[src/rtl/demux64_pkg.sv]
// Shared sizing defaults, FSM encoding and lane-slice helper for the 1-to-64 distributor.
package demux64_pkg;

   localparam int N_OUT_DEFAULT  = 64;
   localparam int SEL_W_DEFAULT  = 6;
   localparam int DATA_W_DEFAULT = 1;

   typedef enum logic [1:0] {
      IDLE = 2'd0,
      FILL = 2'd1,
      DONE = 2'd2
   } state_t;

   // Lowest bit of lane k inside the flattened lane_data bus.
   function automatic int lane_lsb(input int k, input int w);
      return k * w;
   endfunction

endpackage

[src/rtl/demux_lane.sv]
// One-entry holding register for a single output lane; a write wins over a same-cycle ack.
module demux_lane #(
   parameter int DATA_W = 1
) (
   input  logic              clk,
   input  logic              rst_n,
   input  logic              wr,
   input  logic [DATA_W-1:0] wdata,
   input  logic              ack,
   output logic [DATA_W-1:0] data,
   output logic              valid
);

   logic [DATA_W-1:0] data_reg;
   logic [DATA_W-1:0] data_next;
   logic              valid_reg;
   logic              valid_next;

   always_comb begin
      data_next  = data_reg;
      valid_next = valid_reg;
      if (wr) begin
         data_next  = wdata;
         valid_next = 1'b1;
      end else if (ack) begin
         valid_next = 1'b0;
      end
   end

   always_ff @(posedge clk or negedge rst_n) begin
      if (!rst_n) begin
         data_reg  <= '0;
         valid_reg <= 1'b0;
      end else begin
         data_reg  <= data_next;
         valid_reg <= valid_next;
      end
   end

   assign data  = data_reg;
   assign valid = valid_reg;

endmodule

[src/rtl/demux64_dist.sv]
// Registered 1-to-N_OUT distributor: direct lane select or frame-fill pointer walk.
module demux64_dist
   import demux64_pkg::*;
#(
   parameter int N_OUT  = N_OUT_DEFAULT,
   parameter int SEL_W  = SEL_W_DEFAULT,
   parameter int DATA_W = DATA_W_DEFAULT
) (
   input  logic                    clk,
   input  logic                    rst_n,
   input  logic [DATA_W-1:0]       din,
   input  logic                    din_valid,
   output logic                    din_ready,
   input  logic [SEL_W-1:0]        sel,
   input  logic                    mode,
   input  logic                    start,
   output logic                    busy,
   output logic                    frame_done,
   output logic [SEL_W-1:0]        ptr,
   output logic [N_OUT*DATA_W-1:0] lane_data,
   output logic [N_OUT-1:0]        lane_valid,
   input  logic [N_OUT-1:0]        lane_ack
);

   state_t           state_reg;
   logic [SEL_W-1:0] ptr_reg;
   logic             busy_reg;
   logic             done_reg;

   logic [SEL_W-1:0] tgt;
   logic             mode_ok;
   logic             slot_free;
   logic             xfer;

   assign tgt       = mode ? ptr_reg : sel;
   assign mode_ok   = (state_reg != DONE) && (!mode || (state_reg == FILL));
   // An ack on the target lane frees it in time for this cycle's write.
   assign slot_free = !lane_valid[tgt] || lane_ack[tgt];
   assign din_ready = rst_n && mode_ok && slot_free;
   assign xfer      = din_valid && din_ready;

   generate
      for (genvar gi = 0; gi < N_OUT; gi++) begin : g_lane
         logic wr;
         assign wr = xfer && (tgt == SEL_W'(gi));

         demux_lane #(
            .DATA_W (DATA_W)
         ) u_lane (
            .clk   (clk),
            .rst_n (rst_n),
            .wr    (wr),
            .wdata (din),
            .ack   (lane_ack[gi]),
            .data  (lane_data[lane_lsb(gi, DATA_W) +: DATA_W]),
            .valid (lane_valid[gi])
         );
      end
   endgenerate

   always_ff @(posedge clk or negedge rst_n) begin
      if (!rst_n) begin
         state_reg <= IDLE;
         ptr_reg   <= '0;
         busy_reg  <= 1'b0;
         done_reg  <= 1'b0;
      end else begin
         done_reg <= 1'b0;
         case (state_reg)
            IDLE: begin
               if (start && mode) begin
                  state_reg <= FILL;
                  ptr_reg   <= '0;
                  busy_reg  <= 1'b1;
               end
            end
            FILL: begin
               if (xfer) begin
                  if (ptr_reg == SEL_W'(N_OUT - 1)) begin
                     ptr_reg   <= '0;
                     state_reg <= DONE;
                     done_reg  <= 1'b1;
                  end else begin
                     ptr_reg <= ptr_reg + 1'b1;
                  end
               end
            end
            DONE: begin
               state_reg <= IDLE;
               busy_reg  <= 1'b0;
            end
            default: begin
               state_reg <= IDLE;
               busy_reg  <= 1'b0;
            end
         endcase
      end
   end

   assign busy       = busy_reg;
   assign frame_done = done_reg;
   assign ptr        = ptr_reg;

endmodule

[config.mk]
export PLATFORM = sky130hd
export DESIGN_NAME = demux64_dist
export DESIGN_NICKNAME = d
export VERILOG_FILES = /design/src/rtl/demux64_pkg.sv /design/src/rtl/demux_lane.sv /design/src/rtl/demux64_dist.sv
export SDC_FILE = /design/constraint.sdc
export NUM_CORES = 1
export LEC_CHECK = 0
export BUFFER_PORTS_ARGS = -buffer_cell sky130_fd_sc_hd__buf_2
export CORE_ASPECT_RATIO = 1.5
export CORE_MARGIN = 4
export CORE_UTILIZATION = 49
export CTS_BUF_LIST = sky130_fd_sc_hd__clkbuf_4 sky130_fd_sc_hd__clkbuf_8 sky130_fd_sc_hd__clkbuf_16
export CTS_CLUSTER_DIAMETER = 200
export DETAILED_ROUTE_END_ITERATION = 6
export GPL_TIMING_DRIVEN = 0
export PLACE_DENSITY = 0.78
export SYNTH_ARGS = -nofsm -noshare
export SYNTH_HDL_FRONTEND = slang
export SYNTH_SLANG_ARGS = --single-unit
[constraint.sdc]
create_clock -name clk -period 3.2 [get_ports clk]
set_input_delay 0.64 -clock clk [delete_from_list [all_inputs] [get_ports clk]]
set_output_delay 0.64 -clock clk [all_outputs]
set_load 0.005 [all_outputs]
### Word-level counts from Yosys, hierarchy flattened

Index checks and enable logic that the tools add are counted.

| cells by class | value |
|---|---|
| mux-type cells | 146 |
| add/subtract/negate cells | 1 |
| bitwise operators | 1 |
| equality and inequality tests | 69 |
| order comparisons | 1 |
| reductions and logical operators | 143 |

Operators with widths:

| kind | number |
|---|---|
| equality test 6 bit, second input constant | 33 |
| two-way mux 1 bit | 134 |
| nonzero test 2 bit | 65 |
| equality test 6 x 5 -> 1 bit, second input constant | 16 |
| logical AND 1 bit | 69 |
| equality test 6 x 4 -> 1 bit, second input constant | 8 |
| equality test 6 x 3 -> 1 bit, second input constant | 4 |
| two-way mux 6 bit | 4 |
| binary-select mux 1 bit (select 6 bit) | 2 |
| equality test 6 x 2 -> 1 bit, second input constant | 2 |
| one-hot mux 6 bit (2 select lines) | 1 |
| less-than comparator 6 x 7 -> 1 bit, second input constant | 1 |
| adder 6 x 1 -> 6 bit, second input constant | 1 |
| equality test 6 x 1 -> 1 bit, second input constant | 1 |
| zero test 6 bit | 1 |
| two-way mux 2 bit | 3 |
| != test 2 bit, second input constant | 3 |
| AND reduction 3 bit | 2 |
| one-hot mux 2 bit (2 select lines) | 1 |
| equality test 2 x 1 -> 1 bit, second input constant | 1 |
| zero test 1 bit | 2 |
| zero test 2 bit | 1 |
| logical OR 1 bit | 2 |
| != test 2 x 1 -> 1 bit, second input constant | 1 |
| other kinds (3) | 3 |

| storage, ports and cells | value |
|---|---|
| output and inout port bits | 137 |
| logic and storage cells | 493 |
| register bits after elaboration | 138 |
| input port bits | 76 |

### Longest topological paths before layout

Gate-level depths: netlist of the first run.

| depth | value |
|---|---|
| depth in word-level cells | 9 |
| depth in mapped cells | 12 |

### By module

A second synthesis of the first run with hierarchy kept.

| unflattened totals | value |
|---|---|
| cell total of the unflattened synthesis | 658 |
| area total of the unflattened synthesis | 7146.9 sq um |

Modules (own cells, without submodules):

| module | sequential area each (sq um) | times used | area each (sq um) | cells each |
|---|---|---|---|---|
| demux_lane | 50.0 | 64 | 77.6 | 5 |
| demux64_dist | 250.2 | 1 | 2182.1 | 338 |

### Worst setup path after synthesis of the first run

OpenSTA, ideal clock, no wires.

| path | value |
|---|---|
| kind | input to output |
| from | in mode |
| to | out din_ready |
| data arrival time | 2.528 ns |
| path slack | 0.032 ns |
| data required time | 2.560 ns |
| cell stages on the path | 11 |
| cells stage by stage | buf_6 > and3b_1 > buf_6 > buf_6 > o21a_1 > o41ai_1 > o2111ai_1 > a2bb2oi_1 > o211ai_4 > buf_6 > and3_1 |

| on the way | value |
|---|---|
| word-level cells in the longest chain between the ends | 6 |
| elaborated cells on any way between the ends | 12 |
| classes of those cells | mux: 5; reduce/logical: 7 |

Ends and longest elaborated chain:

| what | line | source |
|---|---|---|
| from (decl) | demux64_dist.sv:15 | `input logic mode,` |
| two-way mux 6 bit | demux64_dist.sv:35 | `assign tgt = mode ? ptr_reg : sel;` |
| binary-select mux 1 bit (select 6 bit) | demux64_dist.sv:38 | `assign slot_free = !lane_valid[tgt] \|\| lane_ack[tgt];` |
| two-way mux 1 bit (not written as such) | demux64_dist.sv:38 |  |
| zero test 1 bit | demux64_dist.sv:38 |  |
| logical OR 1 bit | demux64_dist.sv:38 |  |
| logical AND 1 bit * | demux64_dist.sv:39 | `assign din_ready = rst_n && mode_ok && slot_free;` |
| to (decl) | demux64_dist.sv:13 | `output logic din_ready,` |

Mark *: on every way between the ends. The rest lies on a longest branch, timed or not. The select of a mux whose other input is x is not followed.

### Worst setup path after layout of the first run

| path | value |
|---|---|
| from | reg ptr_reg[1] (netlist: ptr[1]) |
| to | out din_ready |

| on the way | value |
|---|---|
| word-level cells in the longest chain between the ends | 6 |
| elaborated cells on any way between the ends | 8 |
| classes of those cells | mux: 5; reduce/logical: 3 |

Ends and longest elaborated chain:

| what | line | source |
|---|---|---|
| from (decl) | demux64_dist.sv:26 | `logic [SEL_W-1:0] ptr_reg;` |
| from (signal assigned) | demux64_dist.sv:84 | `ptr_reg <= ptr_reg + 1'b1;` |
| two-way mux 6 bit * | demux64_dist.sv:35 |  |
| binary-select mux 1 bit (select 6 bit) | demux64_dist.sv:38 |  |
| two-way mux 1 bit (not written as such) | demux64_dist.sv:38 |  |
| zero test 1 bit | demux64_dist.sv:38 |  |
| logical OR 1 bit * | demux64_dist.sv:38 |  |
| logical AND 1 bit * | demux64_dist.sv:39 |  |

Marks and branches as above.

==> flow_summary.json, run 1 <==
{
  "outcome": "finished with violations",
  "failed_checks": "DRC, setup timing",
  "slew_headroom_pct": 52.2,
  "clockRootBuffer": "clkbuf_16",
  "critPathLaunchType": "flop",
  "grt.overflow.total": 0,
  "finalHoldViolations": 0,
  "viasPerCell": 5.98,
  "syn_area_per_cell_um2": 9.51,
  "grt_max_degree": 86,
  "power_mw": 5.50,
  "grt_use_total_pct": 32.5,
  "cts_sinks": 138,
  "async_flop_share_pct": 100,
  "power.density_nw_per_um2": 514,
  "slowest_delay_ps": 450,
  "synthTopCellsByArea": "dfrtp_1, buf_4, mux2_1, o21ai_0, nand4_1",
  "die_w_um": 114,
  "cts_tree": "built",
  "critical_path_class": "reg -> out",
  "crit_chain": "and3_2, clkbuf_8, o21a_1, o41ai_2, o2111ai_2, a2bb2oi_2, o211ai_4, buf_6, and3_4, buf_6",
  "syn_inst": 860,
  "seq_area_um2": 3460,
  "grt_pass1_vias": 8020,
  "pre_cts_ws_ps": -1360,
  "crit_top_cell": "buf_6",
  "synth_area_um2": 8180,
  "routed_wl_um": 30600,
  "hold_path.class": "in -> async",
  "synth_seq_area_share_pct": 42.2,
  "start_util_pct": 50.1,
  "antenna_found_initial": 3,
  "fin_crit_ps": 3580,
  "crit_family": "compound AO/OA/AOI/OAI gates",
  "synth.most_common_cell": "dfrtp_1",
  "period_share_pct": 112,
  "drv_slew": 0,
  "synth_ff_type": "dfrtp_1",
  "drt-initial-drc-count": 867,
  "io_pins": 213,
  "critPathBufInv": 3,
  "synth_commonest_cells": "dfrtp_1, buf_4, o21ai_0",
  "yosys_warnings": 0,
  "drc": 2,
  "rsz0062_at_grt": "true",
  "fin_tns_setup_ps": -694,
  "p_leak_nw": 5.44,
  "grt_pass1_wl_um": 46700,
  "worst_pin_slew_ps": 716,
  "fin_ws_ps": -378,
  "numCtsBuffers": 17,
  "nNetsFinal": 1185,
  "core_area_um2": 16300,
  "drv_cap": 0,
  "synth_area_leader_cell": "dfrtp_1",
  "synth-edff-count": 0,
  "multi_input_area_um2": 3520,
  "crit_arrival_ps": 2940,
  "vias": 7948,
  "cp.required_ps": 2560,
  "area_growth_syn_to_layout_pct": 30.8,
  "final_core_util_pct": 65.5,
  "rows": 57,
  "io_buffers": 210,
  "cp_max_fo": 10,
  "end_kind": "primary output",
  "die_area_um2": 18900,
  "yosysUniqueCellTypes": 48,
  "h-tree-depth": 4,
  "clkTransAtPathRegs_ps": 70,
  "routabilityCongestion": 1.04,
  "synth_top_area_share_pct": 42.2,
  "drive_above_1_share_pct": 42.1,
  "synth_fp_nets": 937,
  "wl_per_cell_um": 23.0,
  "fmax_mhz": 280,
  "dp_hpwl_um": 23000,
  "cts_buffer_depth": 2,
  "cp_slowest_cell": "dfrtp_2",
  "fillers": 1344,
  "clk-insertion-delay-late_ps": 430,
  "synth-seq-cells": 138,
  "drtPass1Iterations": 7,
  "ctsHoldBuffers": 0,
  "clock_skew_ps": 13.9,
  "ant_nets": 0,
  "vdd_drop_max_v": 0.000361,
  "finalSetupViolCount": 11,
  "die_h_um": 166
}
==> placed cells by master (no fill, tap or decap), drive strengths merged, types with 11 or more instances in the layout <==
cell	instances
nor2	29
a41oi	11
buf	392
dfrtp	138
mux2	64
o21ai	136
o21a	52
inv	74
nand2	13
clkbuf	48
nand4	71
==> path summary, 6_finish.rpt <==
check,from,end,slack [ps],depth (start not counted)
max reg2reg,ptr[1],g_lane[20].u_lane.data,-60,11
max in group asynchronous,rst_n,g_lane[8].u_lane.valid,2230,2
min reg2reg,state_reg[1],busy,460,1
max,ptr[1],din_ready,-380,10
min,rst_n,g_lane[37].u_lane.data,150,1
min in group clk,lane_ack[56],g_lane[56].u_lane.valid,400,2
==> where the power goes <==
| part | leakage, nW | switching [mW] | internal, mW |
|---|---|---|---|
| clock | 0.286 | 0.839 | 1.13 |
| sequential | 1.89 | 0.109 | 1.88 |
| combinational | 3.26 | 0.859 | 0.686 |
==> metal layers <==
| layer | GRT usage (%) | vias to the layer above | wire [um] |
|---|---|---|---|
| li1 | - | 3447 | - |
| met4 | 19.9 | 0 | 2020 |
| met5 | 0 | - | 0 |
| met3 | 6.93 | 157 | 2900 |
| met1 | 37.8 | 3771 | 10600 |
| met2 | 54.1 | 573 | 15100 |
==> cell families (layout without fill, tap and decap cells) <==
kind of cell / count (synthesis) / after routing / synth area share, %
buffers and inverters: 259 / 520 / 18.8
AO/OA/AOI/OAI: 244 / 244 / 19.2
AND/OR/NAND/NOR: 152 / 152 / 10.6
flip-flops: 138 / 138 / 42.2
multiplexers: 66 / 66 / 9.05
adder cells (fa/ha/maj): 1 / 1 / 0.153
other: 0 / 3 / 0
==> repair_timing <==
| item | in CTS | in global routing |
|---|---|---|
| gates resized for setup | 92 | 17 |
| endpoints found under the setup margin | 138 | 69 |
| setup buffers | 17 | 4 |
| pin swaps | 11 | 9 |
==> layout make-up <==
cell class	instances	share of cell area (%)
diodes	3	0.0701
plain buffers	189	12.8
clock buffers	19	4.23
clock inverters	13	1.22
inverters	67	2.35
multi-input cells	463	32.9
flip-flops and latches	138	32.3
well taps	206	2.41
repair buffers	232	11.8
==> metrics by stage <==
step / hold WS, ps / instances / instance area, um2
after global placement: 440 / 1276 / 9490
after detailed placement: 450 / 1277 / 9530
final: 151 / 1330 / 10700
after floorplan: 344 / 860 / 8180
after CTS: 183 / 1324 / 10600
after global routing: 190 / 1330 / 10700
Power figures use the tool's default switching activity.
==> run 2: changes to the inputs <==
- CORE_ASPECT_RATIO: 1.5 -> 1.75
==> run 2 against run 1 <==
The flow still finishes with violations (DRC, setup timing). Count of clock-buffer cells in the layout is 1 higher. Wire length is 3.6% higher. Design area is 1.8% higher. Via count is 2.8% higher. Hold slack better by 22 ps. Maximum frequency is 0.58% higher. Worst setup slack better by 21 ps. Non-clock buffer count is 6 higher. Register-to-register slack hardly changed. Sequential cell count stayed put. Largest power group unchanged. Highest routed layer unchanged.
==> flow_summary.json, run 2 (synthesis gave the netlist of run 1 again) <==
{
  "cts_tree": "built",
  "crit_chain": "and3b_2, buf_6, buf_8, buf_6, o21ai_2, a41oi_2, nor4_4, a22oi_2, o211ai_4, buf_6, and3_4, buf_6",
  "cts_sinks": 138,
  "clkTransAtPathRegs_ps": 70,
  "cts_buffer_depth": 2,
  "critPathLaunchType": "flop",
  "clkPwrFrac_pct": 35.2,
  "grt_max_degree": 75,
  "cp_max_fo": 7,
  "cp_slowest_cell": "dfrtp_2",
  "slowest_delay_ps": 440,
  "die_area_um2": 18900,
  "power.density_nw_per_um2": 509,
  "layout_commonest_cell": "buf_2",
  "core_area_um2": 16400,
  "fin_crit_ps": 3560,
  "crit_top_cell": "buf_6",
  "routabilityCongestion": 1.04,
  "wl_met1_um": 10400,
  "grt_use_total_pct": 32.8,
  "p_comb_share_pct": 28.9,
  "dp_hpwl_um": 23400,
  "die_w_um": 106,
  "h-tree-depth": 4,
  "drc": 1,
  "ant_nets": 0,
  "antenna_found_initial": 4,
  "drt-initial-drc-count": 849,
  "grt_pass1_vias": 8149,
  "ctsHoldBuffers": 0,
  "p_leak_nw": 5.48,
  "critical_path_class": "reg -> out",
  "drv_cap": 0,
  "fin_tns_setup_ps": -671,
  "fmax_mhz": 281,
  "dr.max_layer_used": "met4",
  "stdcell_count": 1355,
  "wl_per_cell_um": 23.4,
  "slew_headroom_pct": 54.8,
  "routed_wl_um": 31700,
  "rsz0062_at_grt": "true",
  "crit_arrival_ps": 2920,
  "viasPerCell": 6.03,
  "met3_wirelength_um": 2620,
  "final_cell_mix": "buf_2, buf_4, dfrtp_1, o21ai_0, nand4_1",
  "p_int_mw": 3.72,
  "p_seq_share_pct": 35.9,
  "area_growth_syn_to_layout_pct": 33.1,
  "finalSetupViolCount": 14,
  "die_h_um": 179,
  "period_share_pct": 111,
  "place_inst": 1295,
  "drive_above_1_share_pct": 43.4,
  "switching_share_pct": 32.9,
  "vias": 8174,
  "numCtsBuffers": 17,
  "end_kind": "primary output",
  "hold_path.class": "in -> async",
  "drtPass1Iterations": 7,
  "failed_checks": "DRC, setup timing",
  "io_buffers": 210,
  "wl_met2_um": 15800,
  "drv_slew": 0,
  "outcome": "finished with violations",
  "vdd_drop_max_v": 0.000506,
  "worst_pin_slew_ps": 677,
  "cp.required_ps": 2560,
  "clock_skew_ps": 10.3,
  "start_util_pct": 49.8,
  "io_pins": 213,
  "fillers": 1384,
  "nNetsFinal": 1191,
  "grt.overflow.total": 0,
  "grt_pass1_wl_um": 46100,
  "fin_ws_ps": -357,
  "clk-insertion-delay-late_ps": 440,
  "p_sw_mw": 1.82,
  "clockRootBuffer": "clkbuf_16",
  "finalHoldViolations": 0,
  "rows": 62
}
==> run 2: cell types whose count changed in the layout (fill, tap and decap cells not counted), sizes merged <==
cell | before | now
buf | 392 | 396
clkinvlp | 1 | 5
clkbuf | 48 | 51
inv | 74 | 71
clkinv | 4 | 2
diode | 3 | 4
==> run 2: layout make-up <==
class	count	area, um2	area share, %
multi-input cells	463	3610	33.2
flip-flops and latches	138	3460	31.7
clock buffers	20	454	4.17
repair buffers	238	1320	12.1
plain buffers	189	1400	12.8
clock inverters	12	116	1.07
inverters	67	251	2.31
diodes	4	10.0	0.0919
well taps	224	280	2.57
==> run 2: repair_timing <==
action,in CTS,in global routing
pin swaps,12,25
resized for setup,84,49
endpoints found under the setup margin,138,67
buffers inserted,17,11
==> run 2: path summary, 6_finish.rpt <==
check / slack, ps / start / to / depth (start not counted)
worst max-delay path: -360 / ptr[1] / din_ready / 12
worst min-delay path: 170 / rst_n / g_lane[60].u_lane.data / 1
worst max register to register: -50 / ptr[1] / g_lane[56].u_lane.data / 13
worst min register to register: 460 / state_reg[1] / busy / 1
max in group asynchronous: 2220 / rst_n / g_lane[14].u_lane.valid / 2
min in group clk: 400 / lane_ack[57] / g_lane[57].u_lane.valid / 2
==> run 2: critical path, delay by kind of cell, from the launching register on <==
family,cells,cell delay (ps)
and+or+nand+nor,3,810
buffers and inverters,5,620
AOI/OAI and AO/OA,4,600
DFF,1,440
==> run 2: power groups by stage <==
stage               sequential [mW]  clock (mW)  combinational (mW)
floorplan                      1.98           0               0.775
global placement               2.00           0                1.28
detailed placement             2.01           0                1.30
CTS                            1.98        1.94                1.48
global route                   2.01        2.02                1.68
finish                         1.99        1.95                1.60
==> run 2: stage by stage <==
stage | total power, mW | cell area, um2 | util [%] | hold slack [ps] | worst slack [ps]
floorplan | 2.76 | 8180 | - | 344 | 31.9
global placement | 3.28 | 9510 | 57.9 | 446 | -1980
detailed placement | 3.31 | 9550 | 58.1 | 447 | -1360
CTS | 5.40 | 10600 | 64.4 | 217 | -357
global route | 5.71 | 10900 | 66.2 | 241 | -418
finish | 5.54 | 10900 | 66.2 | 173 | -357
==> run 2: per-layer routing <==
layer,GRT usage [%],vias to the layer above
met5,0,-
met4,23.9,0
met3,6.13,224
met2,57.3,623
met1,35.1,3864
li1,-,3463
